**src/rtl/sysid_pkg.sv**
```systemverilog
// ---------------------------------------------------------------------------
// sysid_pkg
// Shared types and constants for the system-ID reader master.
//   sysid_rd_state_t : read sequence FSM states
//   SYSID_ADDR_ID    : word address of the ID register
//   SYSID_ADDR_TS    : word address of the timestamp register
//   SYSID_DATA_W     : Avalon data width
//   SYSID_CNT_W      : width of the shared stall/latency counter
// ---------------------------------------------------------------------------
package sysid_pkg;

   localparam int SYSID_DATA_W = 32;
   localparam int SYSID_CNT_W  = 16;

   localparam logic SYSID_ADDR_ID = 1'b0;
   localparam logic SYSID_ADDR_TS = 1'b1;

   typedef enum logic [2:0] {
      IDLE,
      REQ_ID,
      LAT_ID,
      REQ_TS,
      LAT_TS,
      FIN
   } sysid_rd_state_t;

endpackage : sysid_pkg

```
**src/rtl/sysid_stall_timer.sv**
```systemverilog
// ---------------------------------------------------------------------------
// sysid_stall_timer
// Loadable up-counter with clear, increment and terminal-count compare.
// Shared between the read-latency count and the waitrequest stall count,
// which are never active in the same cycle.
// Ports:
//   clock, reset_n : clock and asynchronous active-low reset
//   clear          : force the count to zero (highest priority)
//   load           : load load_value into the count
//   load_value     : value used by load
//   incr           : increment the count by one
//   terminal       : terminal count to compare against
//   hit            : count currently equals terminal
// ---------------------------------------------------------------------------
module sysid_stall_timer
   import sysid_pkg::*;
(
   input  logic                   clock,
   input  logic                   reset_n,
   input  logic                   clear,
   input  logic                   load,
   input  logic [SYSID_CNT_W-1:0] load_value,
   input  logic                   incr,
   input  logic [SYSID_CNT_W-1:0] terminal,
   output logic                   hit
);

   logic [SYSID_CNT_W-1:0] count_q;

   // Clear wins over load, load wins over increment.
   always_ff @(posedge clock or negedge reset_n) begin
      if (!reset_n) begin
         count_q <= '0;
      end else if (clear) begin
         count_q <= '0;
      end else if (load) begin
         count_q <= load_value;
      end else if (incr) begin
         count_q <= count_q + 1'b1;
      end
   end

   assign hit = (count_q == terminal);

endmodule : sysid_stall_timer

```
**src/rtl/sysid_reader_master.sv**
```systemverilog
// ---------------------------------------------------------------------------
// sysid_reader_master
// Avalon-MM master that reads the system-ID slave (ID word at address 0,
// timestamp word at address 1) on request and compares both against
// build-time expected values.
// Ports:
//   clock, reset_n   : clock and asynchronous active-low reset
//   start            : single-cycle request to run a check sequence
//   avm_address      : 0 = ID word, 1 = timestamp word
//   avm_read         : read request
//   avm_waitrequest  : slave stall
//   avm_readdata     : read data
//   busy             : sequence in progress
//   done             : one-cycle pulse at the end of a sequence
//   id_match         : captured ID equals EXPECTED_ID
//   ts_match         : captured timestamp equals EXPECTED_TIMESTAMP
//   error_timeout    : last sequence aborted on a waitrequest timeout
//   id_value         : captured ID word
//   ts_value         : captured timestamp word
// ---------------------------------------------------------------------------
module sysid_reader_master
   import sysid_pkg::*;
#(
   parameter logic [SYSID_DATA_W-1:0] EXPECTED_ID        = 32'd0,
   parameter logic [SYSID_DATA_W-1:0] EXPECTED_TIMESTAMP = 32'd1671595929,
   parameter int unsigned             READ_LATENCY       = 0,
   parameter int unsigned             TIMEOUT_CYCLES     = 255
)(
   input  logic                    clock,
   input  logic                    reset_n,
   input  logic                    start,
   output logic                    avm_address,
   output logic                    avm_read,
   input  logic                    avm_waitrequest,
   input  logic [SYSID_DATA_W-1:0] avm_readdata,
   output logic                    busy,
   output logic                    done,
   output logic                    id_match,
   output logic                    ts_match,
   output logic                    error_timeout,
   output logic [SYSID_DATA_W-1:0] id_value,
   output logic [SYSID_DATA_W-1:0] ts_value
);

   localparam logic [SYSID_CNT_W-1:0] LAT_TC = SYSID_CNT_W'(READ_LATENCY);
   localparam logic [SYSID_CNT_W-1:0] TO_TC  = SYSID_CNT_W'(TIMEOUT_CYCLES);
   localparam logic                   LAT_EN = (READ_LATENCY != 0);

   sysid_rd_state_t state_q, state_d;

   logic                   tmr_clear;
   logic                   tmr_load;
   logic                   tmr_incr;
   logic [SYSID_CNT_W-1:0] tmr_terminal;
   logic                   tmr_hit;

   logic clear_status;
   logic capture_id;
   logic capture_ts;
   logic set_timeout;

   // The accept-cycle load of 1 makes the first latency cycle count as 1,
   // so the capture lands exactly READ_LATENCY cycles after accept.
   sysid_stall_timer u_timer (
      .clock      (clock),
      .reset_n    (reset_n),
      .clear      (tmr_clear),
      .load       (tmr_load),
      .load_value (SYSID_CNT_W'(1)),
      .incr       (tmr_incr),
      .terminal   (tmr_terminal),
      .hit        (tmr_hit)
   );

   // State register; an asynchronous reset returns straight to IDLE, which
   // also drops avm_read immediately since it is decoded from the state.
   always_ff @(posedge clock or negedge reset_n) begin
      if (!reset_n) begin
         state_q <= IDLE;
      end else begin
         state_q <= state_d;
      end
   end

   // Next-state and bus-control decode. In a request state the timeout
   // check takes priority: once the stall count reaches TIMEOUT_CYCLES the
   // read is withdrawn in that cycle and the sequence finishes.
   always_comb begin
      state_d      = state_q;
      avm_read     = 1'b0;
      avm_address  = SYSID_ADDR_ID;
      tmr_clear    = 1'b0;
      tmr_load     = 1'b0;
      tmr_incr     = 1'b0;
      tmr_terminal = TO_TC;
      clear_status = 1'b0;
      capture_id   = 1'b0;
      capture_ts   = 1'b0;
      set_timeout  = 1'b0;

      case (state_q)
         IDLE: begin
            if (start) begin
               clear_status = 1'b1;
               tmr_clear    = 1'b1;
               state_d      = REQ_ID;
            end
         end

         REQ_ID: begin
            avm_address = SYSID_ADDR_ID;
            if (tmr_hit) begin
               set_timeout = 1'b1;
               tmr_clear   = 1'b1;
               state_d     = FIN;
            end else begin
               avm_read = 1'b1;
               if (avm_waitrequest) begin
                  tmr_incr = 1'b1;
               end else if (!LAT_EN) begin
                  capture_id = 1'b1;
                  tmr_clear  = 1'b1;
                  state_d    = REQ_TS;
               end else begin
                  tmr_load = 1'b1;
                  state_d  = LAT_ID;
               end
            end
         end

         LAT_ID: begin
            tmr_terminal = LAT_TC;
            tmr_incr     = 1'b1;
            if (tmr_hit) begin
               capture_id = 1'b1;
               tmr_clear  = 1'b1;
               state_d    = REQ_TS;
            end
         end

         REQ_TS: begin
            avm_address = SYSID_ADDR_TS;
            if (tmr_hit) begin
               set_timeout = 1'b1;
               tmr_clear   = 1'b1;
               state_d     = FIN;
            end else begin
               avm_read = 1'b1;
               if (avm_waitrequest) begin
                  tmr_incr = 1'b1;
               end else if (!LAT_EN) begin
                  capture_ts = 1'b1;
                  tmr_clear  = 1'b1;
                  state_d    = FIN;
               end else begin
                  tmr_load = 1'b1;
                  state_d  = LAT_TS;
               end
            end
         end

         LAT_TS: begin
            tmr_terminal = LAT_TC;
            tmr_incr     = 1'b1;
            if (tmr_hit) begin
               capture_ts = 1'b1;
               tmr_clear  = 1'b1;
               state_d    = FIN;
            end
         end

         FIN: begin
            tmr_clear = 1'b1;
            state_d   = IDLE;
         end

         default: begin
            state_d = IDLE;
         end
      endcase
   end

   // Captured words and status flags. The match flags are registered on the
   // timestamp capture so they are valid during FIN alongside done; a timeout
   // never reaches that capture, so the flags stay cleared.
   always_ff @(posedge clock or negedge reset_n) begin
      if (!reset_n) begin
         id_value      <= '0;
         ts_value      <= '0;
         id_match      <= 1'b0;
         ts_match      <= 1'b0;
         error_timeout <= 1'b0;
      end else begin
         if (clear_status) begin
            id_match      <= 1'b0;
            ts_match      <= 1'b0;
            error_timeout <= 1'b0;
         end
         if (capture_id) begin
            id_value <= avm_readdata;
         end
         if (capture_ts) begin
            ts_value <= avm_readdata;
            ts_match <= (avm_readdata == EXPECTED_TIMESTAMP);
            id_match <= (id_value == EXPECTED_ID);
         end
         if (set_timeout) begin
            error_timeout <= 1'b1;
         end
      end
   end

   assign busy = (state_q != IDLE);
   assign done = (state_q == FIN);

endmodule : sysid_reader_master
```
**config.mk**
```make
export PLATFORM = sky130hd
export DESIGN_NAME = sysid_reader_master
export DESIGN_NICKNAME = d
export VERILOG_FILES = /design/src/rtl/sysid_pkg.sv /design/src/rtl/sysid_stall_timer.sv /design/src/rtl/sysid_reader_master.sv
export SDC_FILE = /design/constraint.sdc
export NUM_CORES = 1
export LEC_CHECK = 0
export CORE_ASPECT_RATIO = 2
export CORE_UTILIZATION = 30
export CTS_BUF_LIST = sky130_fd_sc_hd__clkbuf_16
export CTS_CLUSTER_SIZE = 20
export DETAILED_ROUTE_END_ITERATION = 8
export HOLD_SLACK_MARGIN = 0.03
export PLACE_DENSITY = 0.54
export RECOVER_POWER = 100
export SLEW_MARGIN = 5
export SYNTH_ARGS = -nofsm -noshare
export SYNTH_HDL_FRONTEND = slang
export SYNTH_SLANG_ARGS = --single-unit
```
**constraint.sdc**
```tcl
create_clock -name clock -period 2.6 [get_ports clock]
set_clock_uncertainty 0.1 [all_clocks]
set_input_delay 0.39 -clock clock [delete_from_list [all_inputs] [get_ports clock]]
set_output_delay 0.39 -clock clock [all_outputs]
set_load 0.1 [all_outputs]
```
== Yosys cells after proc, flatten, opt, wreduce, memory -nomap -nowiden ==
Index checks and enable logic that the tools add are counted.

* Bits in registers: 86
* Latch bits: 0
* RAM bits: 0
* ROM bits: 0
* Input bits: 36
* Output and inout port bits: 71
* Memories kept: 0

* Add/sub/neg operators: 1
* $mul: 0
* Div/mod/pow operators: 0
* Order comparisons: 0
* Equal/unequal tests: 12
* Shifts and indexed selects: 0
* Mux-type cells: 31
* Bitwise logic cells: 0
* Reductions and logical operators: 9

{| class="wikitable"
|+ Operators by type and width
! operator !! count
|-
| 32-bit by 31-bit equality test with 1-bit output (second input constant) || 1
|-
| 32-bit logical NOT || 1
|-
| 16-bit 2-to-1 mux || 2
|-
| 3-bit 2-to-1 mux || 7
|-
| 16-bit by 1-bit adder with 16-bit output (second input constant) || 1
|-
| 16-bit by 8-bit equality test with 1-bit output || 1
|-
| 1-bit 2-to-1 mux || 16
|-
| 3-bit one-hot mux with 5 select lines || 1
|-
| 8-bit 2-to-1 mux || 1
|-
| 3-bit by 2-bit equality test with 1-bit output (second input constant) || 2
|-
| 3-bit equality test (second input constant) || 2
|-
| 2-bit inequality test (second input constant) || 3
|-
| 3-bit inequality test (second input constant) || 2
|-
| 1-bit one-hot mux with 2 select lines || 3
|-
| 2-bit nonzero test || 3
|-
| 5-bit AND reduction || 1
|-
| 1-bit one-hot mux with 4 select lines || 1
|-
| 2-bit OR reduction || 2
|-
| 3-bit by 1-bit equality test with 1-bit output (second input constant) || 1
|-
| 3-bit logical NOT || 1
|-
| 3-bit nonzero test || 1
|}

== Logic depth before layout (Yosys ltp) ==
* Word-level depth: 8
* Mapped depth: 8

== Modules after synthesis ==
From an unflattened synthesis, not the netlist that was laid out.

* Cells, all modules: 341
* Area total of the unflattened synthesis: 4306.6 µm²

{| class="wikitable"
|+ By module, submodules not included
! module !! instances !! cells an instance !! area an instance (µm²) !! seq. area each (µm²)
|-
| sysid_reader_master || 1 || 207 || 3103.0 || 1751.7
|-
| sysid_stall_timer || 1 || 134 || 1203.7 || 400.4
|}

== Worst setup path before layout ==
Ideal clock, no wire load.

* Path type: register to register
* Start: register state_q[2]
* End: register ts_value[14]
* Setup time: 0.128 ns
* Arrival: 2.903 ns
* Required time: 2.372 ns
* Path slack: -0.532 ns
* Stages on the path, launching flop included: 8
* Path buffers: 2
* Clock period less this slack: 3.132 ns
* Cells stage by stage: dfrtp_1 -> clkbuf_2 -> nand2b_1 -> nor2_1 -> and3_1 -> a31oi_4 -> buf_4 -> mux2_1

* Word-level cells in the longest chain between the ends: 6
* Elaborated cells between the ends (all ways): 9

{| class="wikitable"
|+ RTL lines
! what !! line !! RTL
|-
| from (decl) || sysid_reader_master.sv:49 || <nowiki>sysid_rd_state_t state_q, state_d;</nowiki>
|-
| from (signal assigned) || sysid_reader_master.sv:81 || <nowiki>state_q <= state_d;</nowiki>
|-
| 3-bit equality test / 3-bit by 2-bit equality test with 1-bit output (equally long branches) || sysid_reader_master.sv:101 || <nowiki>case (state_q)</nowiki>
|-
| 2-bit OR reduction (no line) || - ||
|-
| 8-bit 2-to-1 mux || sysid_reader_master.sv:101 ||
|-
| 16-bit by 8-bit equality test with 1-bit output || sysid_stall_timer.sv:43 || <nowiki>assign hit = (count_q == terminal);</nowiki>
|-
| 1-bit 2-to-1 mux, on equally long branches || - ||
|-
| 1-bit one-hot mux with 2 select lines * || sysid_reader_master.sv:101 ||
|-
| to (signal assigned) || sysid_reader_master.sv:203 || <nowiki>ts_value <= avm_readdata;</nowiki>
|-
| to (decl) || sysid_reader_master.sv:42 || <nowiki>output logic [SYSID_DATA_W-1:0] ts_value</nowiki>
|}

Every way passes the cells marked *; elsewhere a longest branch is shown, timed or not.
A chain may end at the register's enable or synchronous reset.

== Worst setup path after layout ==
* Start: register u_timer.count_q[11]
* End: register id_value[21]

* Word-level cells in the longest chain between the ends: 3
* Elaborated cells between the ends (all ways): 4

{| class="wikitable"
|+ RTL lines
! what !! line !! RTL
|-
| from (decl) || sysid_stall_timer.sv:28 || <nowiki>logic [SYSID_CNT_W-1:0] count_q;</nowiki>
|-
| from (signal assigned) || sysid_stall_timer.sv:37 || <nowiki>count_q <= load_value;</nowiki>
|-
| from (signal assigned) || sysid_stall_timer.sv:39 || <nowiki>count_q <= count_q + 1'b1;</nowiki>
|-
| 16-bit by 8-bit equality test with 1-bit output * || sysid_stall_timer.sv:43 ||
|-
| 1-bit 2-to-1 mux, on equally long branches || sysid_reader_master.sv:134, sysid_reader_master.sv:112 ||
|-
| 1-bit one-hot mux with 2 select lines * || sysid_reader_master.sv:101 ||
|-
| to (signal assigned) || sysid_reader_master.sv:200 || <nowiki>id_value <= avm_readdata;</nowiki>
|-
| to (decl) || sysid_reader_master.sv:41 || <nowiki>output logic [SYSID_DATA_W-1:0] id_value,</nowiki>
|}

Marks and branches as above.

==> impl_metrics.yaml <==
status:
  status: "complete, but fails checks"
  failed_checks: "design-rule violations, max-capacitance violations, max-slew violations"
synthesis:
  ys_types: 52
  synthArstFlopShare: 1.00
  synth_compound_area_frac: 0.0760
  synth_fa_ha_area_frac: 0.00309
  synth_top_area_share: 0.531
  syn-cell-area_mm2: 0.00405
  syn_inst: 305
  seq_area_frac_synth: 0.531
  synth_top_area_cell: "dfrtp_1"
  synth-seq-cells: 86
  synthFlopType: "dfrtp_1"
  synth_xor_xnor_area_share: 0.0108
  synthMuxAreaShare: 0.212
  synth_top_family_by_area: "multiplexers"
  synth_edf_count: 0
  yosys-top-cells-area: "dfrtp_1 53%, mux2_4 11%, mux2_2 7.5%"
  yosys_warnings: 0
  synth.top_cells.by_count: "86 x dfrtp_1, 29 x mux2_4, 27 x mux2_2"
  synth_nets: 342
  synth_most_common_cell: "dfrtp_1"
  syn_avg_cell_area_um2: 13.3
  synthSimpleGateAreaFrac: 0.132
finish:
  utilization: 0.391
  num_antenna_cells: 0
  drive_above_1_share: 0.166
  syn_to_final_growth_pct: 26.3
  finalNetCount: 461
clock_network:
  clock_latency_ps: 340
  tritoncts: "yes"
  postCtsSetupBuffers: 0
  cts_buffers: 9
  clock-sinks: 86
  cts.repair.resized: 0
  cts_buffer_depth: 2
  cts_max_level: 3
  clk_pin_slew_ps: 70
  cts-root-buf: "clkbuf_16"
  ctsHoldBuffers: 1
drt:
  routed_wl_um: 10800
  routed-wl-met2_um: 6040
  met3_length_um: 571
  wl_per_cell_um: 18.6
  top_layer: "met4"
  detail_route.vias_per_cell: 5.10
  drtIter0Drc: 122
  drc: 10
  drtPass1Iterations: 6
  postRouteAntennaNets: 0
  vias: 2963
  m1WireLength_um: 3990
sta:
  fmax_ghz: 0.410
  post-route-min-period_ps: 2440
  relSlewSlack: -0.131
  hold_viol: 0
  slew_viol_final: 29
  rsz0062_at_grt: "false"
  timing.final.crit_share: 0.938
  setup_tns_ps: 0
  tightest_slew_ps: 1700
  setup_viol: 0
worst_setup_path:
  slowest_delay_ps: 450
  endpoint_kind: "flip-flop"
  ff2ff_setup_slack_ps: 160
  crit_arrival_ps: 2550
  cp_max_fo: 33
  crit_type: "reg2reg"
  critPathTopFamily: "compound AO/OA/AOI/OAI gates"
  critPathSlowestCell: "nor4_4"
  critPathRequiredTime_ps: 2720
  cp_cell_sequence: "nor4_4 -> a221oi_1 -> a211o_1 -> a211o_2 -> buf_6 -> mux2_1"
  crit_buf_inv: 1
  worst_setup_path_start_kind: "flip-flop"
floorplanning:
  fp.dieW_um: 84.2
  core_mm2: 0.0131
  ios: 107
  rows: 59
  die_area_mm2: 0.0140
  start_util: 0.310
  die_h_um: 166
global_routing:
  track_usage: 0.161
  grt_max_degree: 59
  antenna_found_initial: 0
  grt-ovfl-total: 0
  grt_pass1_vias: 3196
  grt_first_pass_wirelength_um: 17300
placed_design:
  dp_hpwl_um: 8170
  port_buffers: 106
  globalplace.congestion: 0.858
hold_path:
  hp-class: "reg2reg"
job:
  max-cap-violations: 1
-- metrics by stage --
stage	worst slack, ps	std cells	cell area (µm²)	hold slack [ps]
after CTS	163	581	5520	402
after global routing	17.2	581	5110	417
final	160	581	5110	396
after global placement	21.6	564	5180	240
after floorplan	291	305	4060	-5.59
after detailed placement	43.2	564	5180	253
-- sequential cells by signal (all words and copies together), names as in the netlist --
signal	flops
state_q	3
id_value	32
error_timeout	1
ts_match	1
id_match	1
ts_value	32
u_timer.count_q	16
-- metal layers --
layer	global-route usage	vias up
met5	0	-
met4	0.0630	0
met3	0.0388	13
met2	0.303	105
met1	0.170	1462
li1	-	1383
-- cell families (layout without fill, tap and decap cells) --
family          Yosys count  in the layout
buf+inv                  19            143
xor+xnor                  5              5
compound gates           43             43
flops                    86             86
simple gates             84             84
mux                      67             67
fa+ha+maj                 1              1
-- final cells by class --
cell class,instances,area (µm²)
flip-flops and latches,86,2150
repair buffers,121,767
fillers,1328,7950
well taps,152,190
inverters,6,22.5
clock buffers,9,225
clock inverters,7,103
multi-input cells,200,1660
-- cell usage in the layout (no fill, tap or decap), types with 8 or more instances in the layout --
master and count:
a21oi_1 15, nand2_1 13, nor2_1 13, mux2_2 27
clkdlybuf4s50_1 34, o21ai_0 8, nor4_1 10, clkbuf_16 9
dfrtp_1 86, clkbuf_1 70, mux2_1 35, buf_4 8
-- final timing paths --
check,start,end,cells past startpoint
max,u_timer.count_q[11],id_value[21],6
min,ts_value[16],ts_value[16],1
max reg2reg,u_timer.count_q[11],id_value[21],6
min reg2reg,ts_value[16],ts_value[16],1
max in group asynchronous,reset_n,u_timer.count_q[11],3
min in group asynchronous,reset_n,id_value[27],2
Power is left out: the tool's default activity adds up to more than one toggle a clock period on the data nets, which glitch-free logic cannot reach.
